==> config.mk <==
export PLATFORM = sky130hd
export DESIGN_NAME = ex_mem_loader_flat
export DESIGN_NICKNAME = d
export VERILOG_FILES = /design/src/rtl/ex_mem_loader_pkg.sv /design/src/rtl/ex_mem_loader_if.sv /design/src/rtl/ex_mem_loader_dbg_dump.sv /design/src/rtl/ex_mem_loader.sv /design/src/flat_wrapper.sv
export SDC_FILE = /design/constraint.sdc
export NUM_CORES = 1
export LEC_CHECK = 0
export ABC_AREA = 1
export CORE_ASPECT_RATIO = 2
export CORE_MARGIN = 3
export CORE_UTILIZATION = 48
export DETAILED_ROUTE_END_ITERATION = 12
export GPL_TIMING_DRIVEN = 0
export PLACE_DENSITY = 0.89
export SLEW_MARGIN = 40
export SYNTH_ARGS = -nofsm -noshare
export SYNTH_HDL_FRONTEND = slang
export SYNTH_HIERARCHICAL = 1
export SYNTH_SLANG_ARGS = --single-unit
==> constraint.sdc <==
create_clock -name clk -period 2 [get_ports clk]
set_input_delay 0.4 -clock clk [delete_from_list [all_inputs] [get_ports clk]]
set_output_delay 0.4 -clock clk [all_outputs]
set_load 0.02 [all_outputs]
==> src/rtl/ex_mem_loader_pkg.sv <==
`default_nettype none
// ============================================================================
//  Module   : ex_mem_loader_pkg
//  Purpose  : Shared types and constants for the execution-memory loader.
//             Holds the FSM state encoding, bus widths and the bit positions
//             of the fields inside a host header word.
//  Revision : 1.0 - initial release
// ============================================================================
package ex_mem_loader_pkg;

  localparam int DATA_W   = 32;
  localparam int ADDR_W   = 9;
  localparam int SEL_W    = 5;
  localparam int SEL_LAST = 31;

  // Header word layout
  localparam int CMD_BIT  = 31;   // 0 = LOAD, 1 = DUMP
  localparam int BASE_LSB = 0;    // LOAD base address, ADDR_W bits
  localparam int CNT_LSB  = 9;    // LOAD entry count minus one, ADDR_W bits

  typedef enum logic [3:0] {
    IDLE     = 4'd0,
    W_I1     = 4'd1,
    W_I2     = 4'd2,
    W_D1     = 4'd3,
    W_D2     = 4'd4,
    WRITE    = 4'd5,
    DUMP_SEL = 4'd6,
    DUMP_CAP = 4'd7,
    DUMP_OUT = 4'd8
  } state_e;

endpackage
`default_nettype wire

==> src/rtl/ex_mem_loader_if.sv <==
`default_nettype none
// ============================================================================
//  Module   : ex_mem_loader_if
//  Purpose  : Host-side streams of the loader.
//             s_* : host -> loader command/payload words (valid/ready)
//             m_* : loader -> host debug dump words (valid/ready)
//  Modports : master = host side, slave = loader side
//  Revision : 1.0 - initial release
// ============================================================================
interface ex_mem_loader_if;
  import ex_mem_loader_pkg::*;

  logic              s_valid;
  logic              s_ready;
  logic [DATA_W-1:0] s_data;
  logic              m_valid;
  logic              m_ready;
  logic [DATA_W-1:0] m_data;

  modport master (
    output s_valid, s_data, m_ready,
    input  s_ready, m_valid, m_data
  );

  modport slave (
    input  s_valid, s_data, m_ready,
    output s_ready, m_valid, m_data
  );

endinterface
`default_nettype wire

==> src/rtl/ex_mem_loader_dbg_dump.sv <==
`default_nettype none
// ============================================================================
//  Module   : dbg_dump
//  Purpose  : Debug dump sequencer. On i_start walks the debug selector
//             0..31; for each selector it presents DebugSel (DUMP_SEL),
//             captures the core's debug value (DUMP_CAP) and offers it on
//             the output stream until accepted (DUMP_OUT). o_done pulses on
//             the handshake of the last word.
//  Ports    : clk, reset (async, active-low)
//             i_start, o_done        - start/done handshake with the loader
//             o_enable_debug, o_debug_sel, i_debug_output - core debug port
//             o_m_valid, i_m_ready, o_m_data              - dump stream
//  Revision : 1.0 - initial release
// ============================================================================
module dbg_dump
  import ex_mem_loader_pkg::*;
(
  input  wire               clk,
  input  wire               reset,
  input  wire               i_start,
  output logic              o_done,
  output logic              o_enable_debug,
  output logic [SEL_W-1:0]  o_debug_sel,
  input  wire  [DATA_W-1:0] i_debug_output,
  output logic              o_m_valid,
  input  wire               i_m_ready,
  output logic [DATA_W-1:0] o_m_data
);

  state_e             r_state;
  state_e             w_state_nxt;
  logic [SEL_W-1:0]   r_sel;
  logic [SEL_W-1:0]   w_sel_nxt;
  logic [DATA_W-1:0]  r_data;

  always_ff @(posedge clk or negedge reset) begin
    if (!reset) begin
      r_state <= IDLE;
      r_sel   <= '0;
      r_data  <= '0;
    end else begin
      r_state <= w_state_nxt;
      r_sel   <= w_sel_nxt;
      // The selector has been stable for a full cycle here, so the core's
      // combinational debug value has settled.
      if (r_state == DUMP_CAP)
        r_data <= i_debug_output;
    end
  end

  always_comb begin
    w_state_nxt = r_state;
    w_sel_nxt   = r_sel;
    o_done      = 1'b0;
    case (r_state)
      IDLE: begin
        if (i_start) begin
          w_state_nxt = DUMP_SEL;
          w_sel_nxt   = '0;
        end
      end
      DUMP_SEL: w_state_nxt = DUMP_CAP;
      DUMP_CAP: w_state_nxt = DUMP_OUT;
      DUMP_OUT: begin
        if (i_m_ready) begin
          if (r_sel == SEL_W'(SEL_LAST)) begin
            w_state_nxt = IDLE;
            w_sel_nxt   = '0;
            o_done      = 1'b1;
          end else begin
            w_state_nxt = DUMP_SEL;
            w_sel_nxt   = r_sel + 1'b1;
          end
        end
      end
      default: w_state_nxt = IDLE;
    endcase
  end

  assign o_enable_debug = (r_state != IDLE);
  assign o_debug_sel    = r_sel;
  assign o_m_valid      = (r_state == DUMP_OUT);
  assign o_m_data       = r_data;

endmodule
`default_nettype wire

==> src/rtl/ex_mem_loader.sv <==
`default_nettype none
// ============================================================================
//  Module   : ex_mem_loader
//  Purpose  : Loads instruction/data memories of a core from a host word
//             stream and dumps the core's debug registers back to the host.
//             LOAD header -> per entry 4 words (I1, I2, D1, D2) followed by
//             a one-cycle write strobe at (base + index) mod 512. The core
//             is held in reset until a LOAD completes.
//             DUMP header -> 32 debug words via the dbg_dump sequencer.
//  Ports    : clk, reset (async, active-low)
//             bus                   - host streams (slave modport)
//             enable_load_ex_mem    - memory write strobe
//             Inst/DataExMemAddress - write index (identical)
//             Inst/DataExMemData1/2 - write payload
//             core_reset            - core hold, active-high
//             enable_debug, DebugSel, DebugOutput - core debug port
//             busy                  - loader not idle
//  Revision : 1.0 - initial release
// ============================================================================
module ex_mem_loader
  import ex_mem_loader_pkg::*;
(
  input  wire               clk,
  input  wire               reset,
  ex_mem_loader_if.slave    bus,
  output logic              enable_load_ex_mem,
  output logic [ADDR_W-1:0] InstExMemAddress,
  output logic [ADDR_W-1:0] DataExMemAddress,
  output logic [DATA_W-1:0] InstExMemData1,
  output logic [DATA_W-1:0] InstExMemData2,
  output logic [DATA_W-1:0] DataExMemData1,
  output logic [DATA_W-1:0] DataExMemData2,
  output logic              core_reset,
  output logic              enable_debug,
  output logic [SEL_W-1:0]  DebugSel,
  input  wire  [DATA_W-1:0] DebugOutput,
  output logic              busy
);

  // DUMP_SEL in this FSM means "dump owned by dbg_dump"; the sub-module
  // carries the detailed SEL/CAP/OUT sequencing.
  state_e             r_state;
  state_e             w_state_nxt;
  logic               r_live;        // low during reset, high from first edge after
  logic [ADDR_W-1:0]  r_base;
  logic [ADDR_W-1:0]  r_cnt;         // entries minus one
  logic [ADDR_W-1:0]  r_idx;
  logic [ADDR_W-1:0]  r_addr;
  logic [DATA_W-1:0]  r_i1;
  logic [DATA_W-1:0]  r_i2;
  logic [DATA_W-1:0]  r_d1;
  logic [DATA_W-1:0]  r_d2;
  logic               r_core_reset;
  logic               w_s_ready;
  logic               w_accept;
  logic               w_is_dump;
  logic               w_dump_start;
  logic               w_dump_done;
  logic               w_last;

  assign w_s_ready = r_live && ((r_state == IDLE) || (r_state == W_I1) ||
                                (r_state == W_I2) || (r_state == W_D1) ||
                                (r_state == W_D2));
  assign w_accept     = bus.s_valid && w_s_ready;
  assign w_is_dump    = bus.s_data[CMD_BIT];
  assign w_dump_start = (r_state == IDLE) && w_accept && w_is_dump;
  assign w_last       = (r_idx == r_cnt);

  always_ff @(posedge clk or negedge reset) begin
    if (!reset) begin
      r_state      <= IDLE;
      r_live       <= 1'b0;
      r_base       <= '0;
      r_cnt        <= '0;
      r_idx        <= '0;
      r_addr       <= '0;
      r_i1         <= '0;
      r_i2         <= '0;
      r_d1         <= '0;
      r_d2         <= '0;
      r_core_reset <= 1'b1;
    end else begin
      r_live  <= 1'b1;
      r_state <= w_state_nxt;
      case (r_state)
        IDLE: begin
          if (w_accept && !w_is_dump) begin
            r_base       <= bus.s_data[BASE_LSB +: ADDR_W];
            r_cnt        <= bus.s_data[CNT_LSB  +: ADDR_W];
            r_idx        <= '0;
            r_core_reset <= 1'b1;
          end
        end
        W_I1: if (w_accept) r_i1 <= bus.s_data;
        W_I2: if (w_accept) r_i2 <= bus.s_data;
        W_D1: if (w_accept) r_d1 <= bus.s_data;
        W_D2: begin
          if (w_accept) begin
            r_d2   <= bus.s_data;
            // 9-bit sum wraps naturally at 512.
            r_addr <= r_base + r_idx;
          end
        end
        WRITE: begin
          if (w_last) r_core_reset <= 1'b0;
          else        r_idx        <= r_idx + 1'b1;
        end
        default: ;
      endcase
    end
  end

  always_comb begin
    w_state_nxt = r_state;
    case (r_state)
      IDLE:     if (w_accept) w_state_nxt = w_is_dump ? DUMP_SEL : W_I1;
      W_I1:     if (w_accept) w_state_nxt = W_I2;
      W_I2:     if (w_accept) w_state_nxt = W_D1;
      W_D1:     if (w_accept) w_state_nxt = W_D2;
      W_D2:     if (w_accept) w_state_nxt = WRITE;
      WRITE:    w_state_nxt = w_last ? IDLE : W_I1;
      DUMP_SEL: if (w_dump_done) w_state_nxt = IDLE;
      default:  w_state_nxt = IDLE;
    endcase
  end

  dbg_dump u_dbg_dump (
    .clk            (clk),
    .reset          (reset),
    .i_start        (w_dump_start),
    .o_done         (w_dump_done),
    .o_enable_debug (enable_debug),
    .o_debug_sel    (DebugSel),
    .i_debug_output (DebugOutput),
    .o_m_valid      (bus.m_valid),
    .i_m_ready      (bus.m_ready),
    .o_m_data       (bus.m_data)
  );

  assign bus.s_ready        = w_s_ready;
  assign enable_load_ex_mem = (r_state == WRITE);
  assign InstExMemAddress   = r_addr;
  assign DataExMemAddress   = r_addr;
  assign InstExMemData1     = r_i1;
  assign InstExMemData2     = r_i2;
  assign DataExMemData1     = r_d1;
  assign DataExMemData2     = r_d2;
  assign core_reset         = r_core_reset;
  assign busy               = (r_state != IDLE);

endmodule
`default_nettype wire

==> src/flat_wrapper.sv <==
// flat-port wrapper written by rule: the top's interface ports become plain ports
module ex_mem_loader_flat import ex_mem_loader_pkg::*;
  (clk, reset, enable_load_ex_mem, InstExMemAddress, DataExMemAddress, InstExMemData1, InstExMemData2, DataExMemData1, DataExMemData2, core_reset, enable_debug, DebugSel, DebugOutput, busy, bus_s_valid, bus_s_data, bus_m_ready, bus_s_ready, bus_m_valid, bus_m_data);
  ex_mem_loader_if bus_i ();
  input  wire clk;
  input  wire reset;
  output logic enable_load_ex_mem;
  output logic [ADDR_W-1:0] InstExMemAddress;
  output logic [ADDR_W-1:0] DataExMemAddress;
  output logic [DATA_W-1:0] InstExMemData1;
  output logic [DATA_W-1:0] InstExMemData2;
  output logic [DATA_W-1:0] DataExMemData1;
  output logic [DATA_W-1:0] DataExMemData2;
  output logic core_reset;
  output logic enable_debug;
  output logic [SEL_W-1:0] DebugSel;
  input  wire  [DATA_W-1:0] DebugOutput;
  output logic busy;
  input wire logic [$bits(bus_i.s_valid)-1:0] bus_s_valid;
  input wire logic [$bits(bus_i.s_data)-1:0] bus_s_data;
  input wire logic [$bits(bus_i.m_ready)-1:0] bus_m_ready;
  output wire logic [$bits(bus_i.s_ready)-1:0] bus_s_ready;
  output wire logic [$bits(bus_i.m_valid)-1:0] bus_m_valid;
  output wire logic [$bits(bus_i.m_data)-1:0] bus_m_data;
  assign bus_i.s_valid = bus_s_valid;
  assign bus_i.s_data = bus_s_data;
  assign bus_i.m_ready = bus_m_ready;
  assign bus_s_ready = bus_i.s_ready;
  assign bus_m_valid = bus_i.m_valid;
  assign bus_m_data = bus_i.m_data;
  ex_mem_loader u_core (.clk(clk), .reset(reset), .bus(bus_i), .enable_load_ex_mem(enable_load_ex_mem), .InstExMemAddress(InstExMemAddress), .DataExMemAddress(DataExMemAddress), .InstExMemData1(InstExMemData1), .InstExMemData2(InstExMemData2), .DataExMemData1(DataExMemData1), .DataExMemData2(DataExMemData2), .core_reset(core_reset), .enable_debug(enable_debug), .DebugSel(DebugSel), .DebugOutput(DebugOutput), .busy(busy));
endmodule
Word level (Yosys, flattened, before mapping) --
Index checks and enable logic that the tools add are counted.
Storage, ports and cells: bits in registers 211, bits in latches 0, RAM bits 0, memory bits (read-only) 0, bits of input ports 68, output and inout bits 189, word-level logic and storage cells 91, memories kept 0
Operators by class: add/sub/neg operators 3, $mul 0, div/mod/pow operators 0, $lt $le $gt $ge 0, eq/ne operators 22, shifts and indexed selects 0, muxes and demuxes 26, bitwise operators 0, reduce and logical (&&, ||, !) cells 26
Operators by type and width (number):
- 2-to-1 mux 4 bit | 8
- one-hot mux 4 bit (7 select lines) | 1
- equality test 4 x 3 -> 1 bit, second input constant | 5
- 2-to-1 mux 9 bit | 2
- one-hot mux 9 bit (2 select lines) | 1
- one-hot mux 4 bit (4 select lines) | 1
- 2-to-1 mux 5 bit | 3
- inequality test 2 x 1 -> 1 bit, second input constant | 6
- AND reduction 2 bit | 6
- inequality test 2 bit, second input constant | 5
- one-hot mux 5 bit (2 select lines) | 1
- adder 9 x 1 -> 9 bit, second input constant | 1
- adder 9 bit | 1
- equality test 9 bit | 1
- AND reduction 3 bit | 3
- equality test 4 x 2 -> 1 bit, second input constant | 2
- zero test 4 bit | 2
- nonzero test 4 bit | 2
- 2-to-1 mux 1 bit | 6
- 2-to-1 mux 3 bit | 2
- AND reduction 6 bit | 1
- adder 5 x 1 -> 5 bit, second input constant | 1
- equality test 5 bit, second input constant | 1
- logical AND 1 bit | 5
- other kinds (6) | 10

Logic depth before layout (Yosys ltp) --
Gate-level depths: netlist (run 1).
word-level depth 11, mapped depth 12, gate-level depth less buffers 12

By module --
Netlist (run 1), hierarchy kept.
Modules (own cells, without submodules):
- ex_mem_loader | instances 1, cells an instance 746, area each 7104.3 um^2, sequential area each 4230.3 um^2
- dbg_dump | instances 1, cells an instance 200, area each 1747.9 um^2, sequential area each 1001.0 um^2

Worst setup path before layout (run 1) --
Ideal clock, no wire load.
path kind flip-flop to flip-flop, from reg u_core.u_dbg_dump.r_sel[0] (netlist: u_core/u_dbg_dump/o_debug_sel[0]), to reg u_core.r_state[0], setup time 0.116 ns, arrival 1.504 ns, required time 1.884 ns, path slack 0.379 ns, cell stages (with the launch flop) 13, path buffers 0, period minus slack after synthesis 1.621 ns, cell sequence dfrtp_1 ha_1 nand2_1 nor2_1 ha_1 inv_1 nor2_1 nor2_1 nand3_1 nand2_1 inv_1 nand2_1 nand2_1
On the way: longest elaborated chain between the ends 6
RTL lines:
- start, declared | RTL line ex_mem_loader_dbg_dump.sv:32 | logic [SEL_W-1:0] r_sel;
- start signal, assigned | RTL line ex_mem_loader_dbg_dump.sv:43 | r_sel <= w_sel_nxt;
- equality test 5 bit | RTL line ex_mem_loader_dbg_dump.sv:66 | if (r_sel == SEL_W'(SEL_LAST)) begin
- 2-to-1 mux 1 bit | RTL line ex_mem_loader_dbg_dump.sv:66
- 2-to-1 mux 1 bit | RTL line ex_mem_loader_dbg_dump.sv:65 | if (i_m_ready) begin
- 2-to-1 mux 1 bit | RTL line ex_mem_loader_dbg_dump.sv:55 | case (r_state)
- net u_core.w_dump_done | RTL line ex_mem_loader.sv:58 | logic w_dump_done;
- inequality test 2 bit (no source line)
- AND reduction 6 bit (no source line)
- end signal, assigned | RTL line ex_mem_loader.sv:84 | r_state <= w_state_nxt;
- end, declared | RTL line ex_mem_loader.sv:42 | state_e r_state;
The timed path passes the listed nets, and every way through them passes these cells. A chain may end at the register's enable or synchronous reset.

Worst setup path in the final report (run 1) --
from reg u_core.r_state[2], to out bus_s_ready
On the way: longest elaborated chain between the ends 6, elaborated cells on any way between the ends 10, classes of those cells eq/ne: 4; reduce/logical: 6
RTL lines:
- equality test 4 x 1 -> 1 bit / zero test 4 bit (equally long branches) | RTL line ex_mem_loader.sv:61 | assign w_s_ready = r_live && ((r_state == IDLE) || (r_state == W_I1) ||
- logical OR 1 bit (2 in series) | RTL line ex_mem_loader.sv:61
- logical OR 1 bit | RTL line ex_mem_loader.sv:62 | (r_state == W_I2) || (r_state == W_D1) ||
- logical OR 1 bit * | RTL line ex_mem_loader.sv:62
- logical AND 1 bit * | RTL line ex_mem_loader.sv:61
- end, declared | RTL line flat_wrapper.sv:22 | output wire logic [$bits(bus_i.s_ready)-1:0] bus_s_ready;
Mark *: on every way between the ends. The rest lies on a longest branch, timed or not.

==> results.md, run 1 <==
- CP arrival: 1550 ps
- Layout Cells excl Fill: 1454
- FF-to-FF Start: u_core/r_idx[0]$_DFFE_PN0P_
- Post-synth top area share: 58.8%
- Area grow syn2layout: 40.7%
- Placed Instances: 1417
- Yosys warning total: 6
- Critical Path, Cell by Cell: inv_2, nor2_4, nor2_4, clkdlybuf4s15_2
- Layout Utilization: 69.4%
- Core Region: 18000 um^2
- N_diodes: 0
- Synth Area in Compound Gates: 10.0%
- Drt pass-1 iters: 7
- H-tree depth: 1
- Post-synthesis sequential area ratio: 59.1%
- Final hold violations: 0
- Die X: 102 um
- Most frequent cells in the layout: 311 x nand2_1, 239 x clkdlybuf4s50_1, 205 x dfrtp_1
- Placer Congestion: 0.908
- Mapped Cells: 946
- Hold path endpoint: u_core/u_dbg_dump/o_m_data[22]$_DFFE_PN0N_
- Layout fillers: 1323
- Max Buffers Root-to-Sink: 3
- CP endpoint kind: output pin
- Total CTS buffers: 19
- Xor and xnor fraction of the mapped netlist area: 1.68%
- Share of post-route cells with drive strength above 1: 10.7%
- Clk_lat worst skew: 480 ps
- Routed WL: 26900 um
- Die footprint: 20200 um^2
- Root Driver: clkbuf_16
- Main combinational cell family by area after synthesis: simple AND/OR/NAND/NOR gates
- I/O pin cnt: 257
- Largest net degree at the start of global routing: 78
- CP Launch Type: flop
- Min-delay src: u_core/u_dbg_dump/o_m_data[22]$_DFFE_PN0N_
- Critical path peak fanout: 6
- First-pass GRT wire length: 42100 um
- Vias: 7760
- GRT overflow: 0
- Port Buffers: 256
- Routed wire per std cell: 18.5 um
- Drc violations: 0
- Crit Path Class: flop to output pin
- Final period util: 97.7%
- Vias per cell: 5.34
- Slowest-stage cell, CP: dfrtp_2
- Simple-Gate Fraction of Synth Area: 20.6%
- Min cycle time layout: 1950 ps
- Worst R2R Path Depth: 8
- Area share of fa/ha/maj cells after synthesis: 1.78%
- Hpwl dp: 19900 um
- Synth area leaders: dfrtp_1 59%, nand2_1 13%, o21ai_0 5.4%, nand3_1 3.3%, o21ai_1 2.5%
- Slew Limit Fails: 0
- Crit path top cell by count: nor2_4
- Final #Nets: 1310
- Syn Area/Cell: 9.36 um^2
- Post-synthesis mux area share: 0%
- Sink Count: 209
- #FFs+latches synth: 209
- R2R setup slack: 190 ps
- CP required: 1600 ps
- Hold WC Path Type: flop to flop
- Post-route ant nets: 0
- Worst Tran Pin Value: 551 ps
- DR iter-0 viols: 432
- Synth cell types: 36
- P_leak: 0.00617 uW
- Clock transition at path regs: 70 ps
- Max frequency: 512 MHz
- Pwr per Cell Area: 1660 nW/um^2
- Vias in the first global route: 7999
- Num rows: 69
- # setup viols final: 0
- RSZ-0062 raised after global routing: false
- Die Span Y: 198 um
- Initial antenna violation count: 0
- Reg2reg end: u_core/DataExMemAddress[8]$_DFFE_PN0P_
- Initial Util: 49.3%
- Outcome: finished clean
- Worst slew margin: 63.2%
- Area leader, netlist: dfrtp_1
- Global Route Usage Sum: 26.6%
- Slowest cell delay on critical path: 460 ps
- Leading cell type in the layout, fill and taps excluded: nand2_1
- Cell Area, Synth: 8850 um^2
- Post-Route Skew: 11.1 ps
- VDD IR-drop max: 1.05 mV
- CTS tree: yes
- Worst hold path stage count: 2
- Syn_nets: 1026
- Max-cap violations: 0
## area by class of cell
| type | instances | area (um^2) | share of cell area [%] |
|---|---|---|---|
| inverters | 62 | 238 | 1.91 |
| repair buffers | 263 | 2670 | 21.5 |
| well taps | 213 | 267 | 2.14 |
| multi-input cells | 623 | 3030 | 24.3 |
| plain buffers | 52 | 360 | 2.89 |
| flip-flops and latches | 209 | 5240 | 42.0 |
| clock inverters | 7 | 116 | 0.934 |
| clock buffers | 25 | 538 | 4.32 |
## synth_stat cells
| cell type | instances |
|---|---|
| a21oi_1 | 6 |
| buf_1 | 2 |
| buf_2 | 23 |
| buf_4 | 14 |
| buf_6 | 11 |
| clkbuf_1 | 1 |
| clkbuf_2 | 1 |
| conb_1 | 1 |
| dfrtp_1 | 208 |
| dfstp_2 | 1 |
| fa_1 | 1 |
| ha_1 | 11 |
| inv_1 | 58 |
| inv_2 | 3 |
| inv_6 | 1 |
| nand2_1 | 311 |
| nand2_2 | 2 |
| nand2_4 | 6 |
| nand3_1 | 59 |
| nand3_2 | 1 |
| nand3b_1 | 1 |
| nand4_1 | 8 |
| nor2_1 | 27 |
| nor2_2 | 2 |
| nor2_4 | 4 |
| nor3_1 | 5 |
| nor3_2 | 1 |
| nor3_4 | 1 |
| o21a_1 | 1 |
| o21ai_0 | 96 |
| o21ai_1 | 44 |
| o21ai_2 | 16 |
| o21bai_1 | 1 |
| or2_2 | 1 |
| xnor2_1 | 11 |
| xor2_1 | 6 |
## where the power goes
part	total (uW)	switching [uW]	internal (uW)	leakage, uW
Sequential	7200	1150	6050	0.00265
Combinational	9710	5370	4350	0.00320
Clock	3810	1530	2280	0.000320
## worst max-delay path, delay by kind of cell (launching register included)
| kind | cells | cell delay, ps |
|---|---|---|
| buffers and inverters | 2 | 420 |
| flip-flops | 1 | 460 |
| AND/OR/NAND/NOR | 2 | 190 |
## routing by layer
layer	share of wire (%)	global-route usage, %	routed length (um)	up-vias
li1	-	-	-	3599
met1	34	29.2	9230	3764
met2	55	49.1	14700	315
met3	5.9	4.16	1590	82
met4	4.9	11.9	1300	0
met5	0	0	0	-
## sequential cells by signal (all words and copies together) (netlist names)
name and flops:
u_core/r_state 3, u_core/core_reset 1, u_core/r_live 1, u_core/InstExMemData1 32, u_core/u_dbg_dump/o_debug_sel 5, u_core/InstExMemData2 32
u_core/DataExMemAddress 9, u_core/r_base 9, u_core/DataExMemData1 32, u_core/u_dbg_dump/o_m_data 32, u_core/u_dbg_dump/r_state 3, u_core/r_idx 9
u_core/r_cnt 9, u_core/DataExMemData2 32
## what timing repair did
| action | in CTS | in global routing |
|---|---|---|
| hold buffers | 1 | 0 |
| pin swaps | 1 | 1 |
| endpoints found under the setup margin | 7 | 13 |
| setup buffers | 2 | 2 |
| endpoints found under the hold margin | 69 | 0 |
| gates resized for setup | 15 | 17 |
## stage by stage
step | TNS (ps) | hold slack, ps | instance area (um^2) | total power, uW | setup slack, ps
global route | 0 | 480 | 12500 | 21900 | 0.589
global placement | -1655340 | 452 | 11700 | 16600 | -7960
finish | 0 | 471 | 12500 | 20700 | 45.2
floorplan | 0 | 104 | 8850 | 12200 | 379
CTS | -91.6 | 463 | 12400 | 20900 | -91.6
detailed placement | -5.99 | 406 | 11700 | 17000 | -5.99
## how the worst max path moves through the flow
stage                                                         to  depth (start not counted)                                          from
floorplan                          u_core/r_state[0]$_DFFE_PN0P_                         12  u_core/u_dbg_dump/o_debug_sel[0]$_DFFE_PN0P_
global placement       u_core/u_dbg_dump/o_m_data[4]$_DFFE_PN0N_                          1                                         reset
detailed placement  u_core/u_dbg_dump/o_debug_sel[1]$_DFFE_PN0P_                         10                                bus_s_data[31]
CTS                                           enable_load_ex_mem                          4                 u_core/r_state[1]$_DFFE_PN0P_
global route                                         bus_s_ready                          4                 u_core/r_state[1]$_DFFE_PN0P_
finish                                               bus_s_ready                          4                 u_core/r_state[2]$_DFFE_PN0P_
## kinds of logic after synthesis
logic type | after synthesis
AO/OA/AOI/OAI | 164
XOR/XNOR | 17
adder cells (fa/ha/maj) | 12
buffers and inverters | 114
flip-flops | 209
other | 1
AND/OR/NAND/NOR | 429
Note: power is estimated with default switching activity, not from simulation.
==> run 2: changes to the inputs <==
--- a/config.mk
+++ b/config.mk
@@ -8,10 +8,11 @@
 export ABC_AREA = 1
 export CORE_ASPECT_RATIO = 2
 export CORE_MARGIN = 3
-export CORE_UTILIZATION = 48
+export CORE_UTILIZATION = 40
+export CTS_CLUSTER_DIAMETER = 120
 export DETAILED_ROUTE_END_ITERATION = 12
 export GPL_TIMING_DRIVEN = 0
-export PLACE_DENSITY = 0.89
+export PLACE_DENSITY = 0.77
 export SLEW_MARGIN = 40
 export SYNTH_ARGS = -nofsm -noshare
 export SYNTH_HDL_FRONTEND = slang
==> run 2 against run 1 <==
Against the previous run:
- clock skew decreased by 3.2 ps
- register-to-register slack about the same
- hold slack lost 17 ps
- non-clock buffer count fell by 2
- die area is 19% higher
- sequential cell count unchanged
- sequential power about the same
- wire length rose by 1.4%
- combinational power barely moved
- final cell count up 4.0%
- highest routed layer unchanged
==> results.md, run 2 (same netlist as run 1, synthesis figures left out) <==
- Hold WC Path Type: primary input to asynchronous set/reset pin
- Num rows: 76 (+10%)
- Critical Path, Cell by Cell: clkdlybuf4s50_1
- Vias: 7620 (-1.8%)
- Min cycle time layout: 1940 ps (-13.5 ps)
- Final hold violations: 0 (unchanged)
- Slew Limit Fails: 0 (unchanged)
- Vias per cell: 5.04 (-5.6%)
- DRT met1 WL: 9840 um (+6.7%)
- Post-Route Skew: 7.83 ps (-3.24 ps)
- Largest net degree at the start of global routing: 78 (unchanged)
- # setup viols final: 0 (unchanged)
- Vias in the first global route: 7911 (-1.1%)
- Total CTS buffers: 19 (unchanged)
- Worst path bufs/invs: 1 (-1)
- VDD IR-drop max: 1.09 mV (+3.6%)
- Post-route ant nets: 0 (unchanged)
- Slowest-stage cell, CP: clkdlybuf4s50_1
- Tot Pwr: 20700 uW (-0.11%)
- Max frequency: 515 MHz (+0.70%)
- P_leak: 0.00610 uW (-1.2%)
- Port Buffers: 256 (unchanged)
- Final #Nets: 1308 (-0.15%)
- Initial antenna violation count: 0 (unchanged)
- N_diodes: 0 (unchanged)
- Most frequent cells in the layout: 311 x nand2_1, 238 x clkdlybuf4s50_1, 206 x dfrtp_1
- H-tree depth: 1 (unchanged)
- Root Driver: clkbuf_16
- Layout Cells excl Fill: 1512 (+4.0%)
- Sum of negative setup slack: 0 ps (unchanged)
- Worst Tran Pin Value: 526 ps (-25.8 ps)
- Routed wire per std cell: 18.0 um (-2.5%)
- CP required: 1600 ps (about the same)
- CP Launch Type: flop
- Placed Instances: 1477 (+4.2%)
- Final Instance Area: 12500 um^2 (+0.10%)
- Global Route Usage Sum: 22.5% (-4.1 points)
- Routed wl met3: 1540 um (-2.8%)
- Hpwl dp: 20100 um (+1.0%)
- First-pass GRT wire length: 43400 um (+3.1%)
- Slowest cell delay on critical path: 630 ps (+170 ps)
- Clk_lat worst skew: 490 ps (about the same)
- WHS: 454 ps (-16.9 ps)
- Crit Path Class: flop to output pin
- Outcome: finished clean
- Routed WL: 27200 um (+1.4%)
- GRT overflow: 0 (unchanged)
- Top sig layer: met4
- Die Span Y: 216 um (+9.3%)
- Die X: 111 um (+9.0%)
- CTS tree: yes
- Final period util: 97.1% (-0.68 points)
- Met2 WL: 14700 um (-0.53%)
- CP arrival: 1540 ps (about the same)
- Critical path peak fanout: 2 (-4)
- Placed inst area: 11800 um^2 (+0.64%)
- Area grow syn2layout: 40.8%
- Max Buffers Root-to-Sink: 3 (unchanged)
- Levels on crit path: 1 (-3)
- RSZ-0062 raised after global routing: false
- Initial Util: 40.8% (-8.5 points)
- CP endpoint kind: output pin
- Die footprint: 24100 um^2 (+19%)
- Crit path max-delay family: buffers and inverters
- Core Region: 21700 um^2 (+21%)
- Leading cell type in the layout, fill and taps excluded: nand2_1
- DR iter-0 viols: 467 (+8.1%)
- Pwr per Cell Area: 1660 nW/um^2 (-0.21%)
- Drc violations: 0 (unchanged)
- Clock transition at path regs: 70 ps (about the same)
- I/O pin cnt: 257 (unchanged)
- Worst slew margin: 65.0% (+1.7 points)
- Max-cap violations: 0 (unchanged)
- Share of post-route cells with drive strength above 1: 10.3% (-0.39 points)
- Sink Count: 209 (unchanged)
- Placer Congestion: 0.921 (+1.4%)
- Drt pass-1 iters: 5 (-2)
- Worst R2R Path Depth: 8 (unchanged)
[run 2: changes by cell type in the layout (fill, tap and decap cells not counted), moves of 2 or more]
| cell | delta |
|---|---|
| dlymetal6s2s_1 | -5 |
| clkbuf_1 | +2 |
| dlygate4sd2_1 | +6 |
| buf_2 | +3 |
| buf_4 | -3 |
[run 2: final cells by class]
class | count | area (um^2)
buffer | 52 | 360
inverter | 62 | 238
clock inverter | 6 | 105
tap | 273 | 342
fill | 1925 | 9210
clock buffer | 26 | 532
multi-input combinational | 623 | 3030
sequential | 209 | 5230
timing repair buffer | 261 | 2630
[run 2: final timing paths]
path / to / slack (ps) / start
min in group clk: u_core/u_dbg_dump/o_m_data[13]$_DFFE_PN0N_ / 460 / DebugOutput[13]
worst min register to register: u_core/u_dbg_dump/o_m_data[22]$_DFFE_PN0N_ / 470 / u_core/u_dbg_dump/o_m_data[22]$_DFFE_PN0N_
worst max-delay path: InstExMemData1[3] / 60 / u_core/InstExMemData1[3]$_DFFE_PN0P_
worst min-delay path: u_core/InstExMemData2[8]$_DFFE_PN0P_ / 450 / reset
max in group asynchronous: u_core/r_state[1]$_DFFE_PN0P_ / 750 / reset
worst max register to register: u_core/DataExMemAddress[8]$_DFFE_PN0P_ / 190 / u_core/r_idx[0]$_DFFE_PN0P_
[run 2: routing by layer]
| layer | vias to the layer above | global-route usage [%] |
|---|---|---|
| met4 | 0 | 9.62 |
| met1 | 3716 | 24.8 |
| met2 | 252 | 41.6 |
| met3 | 62 | 4.27 |
| li1 | 3590 | - |
| met5 | - | 0 |
[run 2: metrics by stage]
step / utilization [%] / setup slack [ps]
final: 57.5 / 58.7
after CTS: 57.5 / 2.31
after global placement: 54.2 / -8210
after floorplan: - / 379
after global routing: 57.5 / 22.9
after detailed placement: 54.5 / -35.8
[run 2: power breakdown]
| group | internal, uW | leakage, uW | total, uW | switching, uW |
|---|---|---|---|---|
| logic | 4300 | 0.00313 | 9680 | 5380 |
| clock network | 2250 | 0.000315 | 3820 | 1580 |
| registers | 6040 | 0.00265 | 7190 | 1150 |
[run 2: what timing repair did]
action,CTS,global route
setup buffers,2,0
gates cloned,0,0
gates resized for setup,24,9
hold buffers,1,0
pin swaps,1,0
setup endpoints to repair,13,8
hold endpoints to repair,65,0
==> run 3: changes to the inputs <==
--- a/config.mk
+++ b/config.mk
@@ -11,7 +11,6 @@
 export CORE_UTILIZATION = 40
 export CTS_CLUSTER_DIAMETER = 120
 export DETAILED_ROUTE_END_ITERATION = 12
-export GPL_TIMING_DRIVEN = 0
 export PLACE_DENSITY = 0.77
 export SLEW_MARGIN = 40
 export SYNTH_ARGS = -nofsm -noshare
==> run 3 against run 2 <==
Against the previous run:
- setup slack better by 9.2 ps
- global-route usage is 1.6 points lower
- non-clock buffer count fell by 26
- wire length fell by 6.8%
- count of clock-buffer cells in the layout is 1 lower
- final cell count fell by 1.5%
- sequential power rose by 0.6%
- critical endpoint is now enable_debug
==> results.md, run 3 (same netlist as run 1, synthesis figures left out) <==
- N_diodes: 0 (unchanged)
- Sink Count: 209 (unchanged)
- Sum of negative setup slack: 0 ps (unchanged)
- DR iter-0 viols: 383 (-18%)
- Placer Congestion: 0.916 (-0.49%)
- Root Driver: clkbuf_16
- Max Buffers Root-to-Sink: 3 (unchanged)
- Die Span Y: 216 um (unchanged)
- Largest net degree at the start of global routing: 51 (-35%)
- CP required: 1600 ps (about the same)
- Drc violations: 0 (unchanged)
- Drt pass-1 iters: 6 (+1)
- Port Buffers: 256 (unchanged)
- Max frequency: 518 MHz (+0.48%)
- Slew Limit Fails: 0 (unchanged)
- R2R setup slack: 170 ps (-20 ps)
- Vias per cell: 4.92 (-2.4%)
- Min cycle time layout: 1930 ps (-9.22 ps)
- Clock transition at path regs: 70 ps (about the same)
- FF-to-FF Start: u_core/u_dbg_dump/o_debug_sel[0]$_DFFE_PN0P_
- CP Launch Type: flop
- Final hold violations: 0 (unchanged)
- Post-Route Skew: 9.91 ps (+2.08 ps)
- Clk_lat worst skew: 500 ps (about the same)
- CP endpoint kind: output pin
- Routed wire per std cell: 17.0 um (-5.4%)
- Setup crit end: enable_debug
- Hold WC Path Type: primary input to asynchronous set/reset pin
- Global Route Usage Sum: 20.9% (-1.6 points)
- Reg2reg end: u_core/r_state[1]$_DFFE_PN0P_
- Area grow syn2layout: 41.8%
- I/O pin cnt: 257 (unchanged)
- Crit Path Class: flop to output pin
- Critical Path, Cell by Cell: inv_2, nand3_1, dlygate4sd2_1
- Total CTS buffers: 20 (+1)
- Slowest-stage cell, CP: dfrtp_1
- GRT overflow: 0 (unchanged)
- Vias: 7332 (-3.8%)
- WHS: 433 ps (-21.1 ps)
- Vias in the first global route: 7483 (-5.4%)
- Post-route ant nets: 0 (unchanged)
- Hpwl dp: 18600 um (-7.6%)
- Worst path bufs/invs: 2 (+1)
- Most frequent cells in the layout: 311 x nand2_1, 245 x clkdlybuf4s50_1, 206 x dfrtp_1
- CP Launch Point: u_core/u_dbg_dump/r_state[3]$_DFFE_PN0P_
- Die footprint: 24100 um^2 (unchanged)
- Max-cap violations: 0 (unchanged)
- Num rows: 76 (unchanged)
- Die X: 111 um (unchanged)
- Core Region: 21700 um^2 (unchanged)
- Outcome: finished clean
- Final #Nets: 1283 (-1.9%)
- Critical path peak fanout: 4 (+2)
- Crit path max-delay family: buffers and inverters
- Initial antenna violation count: 0 (unchanged)
- P_leak: 0.00608 uW (-0.29%)
- H-tree depth: 1 (unchanged)
- Share of post-route cells with drive strength above 1: 9.20% (-1.1 points)
- Leading cell type in the layout, fill and taps excluded: nand2_1
- Initial Util: 40.8% (unchanged)
- # setup viols final: 0 (unchanged)
- Pwr per Cell Area: 1670 nW/um^2 (+0.80%)
- Worst R2R Path Depth: 11 (+3)
- Final period util: 96.6% (-0.46 points)
- Levels on crit path: 3 (+2)
- RSZ-0062 raised after global routing: false
- Slowest cell delay on critical path: 450 ps (-180 ps)
- VDD IR-drop max: 1.13 mV (+4.1%)
- Routed WL: 25400 um (-6.8%)
- CTS tree: yes
- CP arrival: 1530 ps (about the same)
- First-pass GRT wire length: 40400 um (-6.8%)
## run 3: cell count changes in the layout (fill, tap and decap cells not counted), sizes merged, moves of 2 or more
cell,previous run,this run
clkinvlp,0,3
dlymetal6s2s,4,2
clkbuf,29,26
buf,58,32
clkdlybuf4s50,238,245
dlygate4sd2,8,4
## run 3: area by class of cell
| type | count | area [um^2] |
|---|---|---|
| fillers | 1877 | 9130 |
| clock buffers | 25 | 571 |
| clock inverters | 11 | 178 |
| repair buffers | 287 | 2970 |
| inverters | 62 | 238 |
| multi-input cells | 623 | 3020 |
| well taps | 273 | 342 |
| flip-flops and latches | 209 | 5230 |
## run 3: metal layers
metal	up-vias	track usage [%]	wire length, um
met2	237	38.7	13800
li1	3545	-	-
met3	59	3.10	1160
met5	-	0	0
met1	3491	23.3	9250
met4	0	9.50	1130
## run 3: what timing repair did
item / CTS / global route
endpoints found under the hold margin: 42 / 0
hold buffers: 1 / 0
setup endpoints to repair: 8 / 4
gates resized for setup: 19 / 4
pin swaps: 0 / 0
buffers inserted: 0 / 2
## run 3: worst min-delay path by stage
stage	startpoint	end	slack, ps	cells after the start
floorplan	reset	u_core/DataExMemAddress[0]$_DFFE_PN0P_	100	0
global placement	reset	u_core/DataExMemData1[7]$_DFFE_PN0P_	410	1
detailed placement	reset	u_core/DataExMemData2[8]$_DFFE_PN0P_	410	1
CTS	DebugOutput[4]	u_core/u_dbg_dump/o_m_data[4]$_DFFE_PN0N_	430	3
global route	reset	u_core/DataExMemData2[10]$_DFFE_PN0P_	450	2
finish	reset	u_core/DataExMemData2[10]$_DFFE_PN0P_	430	2
## run 3: report_power, final
part           internal [uW]  total (uW)  leakage (uW)  switching [uW]
clock                   2570        4220      0.000358            1650
sequential              6040        7230       0.00265            1180
combinational           4280        9560       0.00307            5280
## run 3: metrics by stage
step / cell area, um^2 / std cells / total power (uW) / worst slack [ps] / util [%]
global placement: 11800 / 1451 / 16600 / 201 / 54.4
finish: 12600 / 1490 / 21000 / 67.9 / 57.9
floorplan: 8850 / 946 / 12200 / 379 / -
detailed placement: 11800 / 1451 / 16900 / 160 / 54.4
CTS: 12500 / 1488 / 21200 / 12.2 / 57.8
global route: 12600 / 1490 / 22200 / 3.15 / 57.9
## run 3: worst register-to-register path: stages (launching register included)
cell	delay, ps
dfrtp_1	480
ha_1	240
nand2_1	70
nor2_1	110
ha_1	150
inv_1	50
nor2_1	160
nor2_1	60
nand3_1	80
nand2_1	140
nand2_1	100
o21ai_0	70
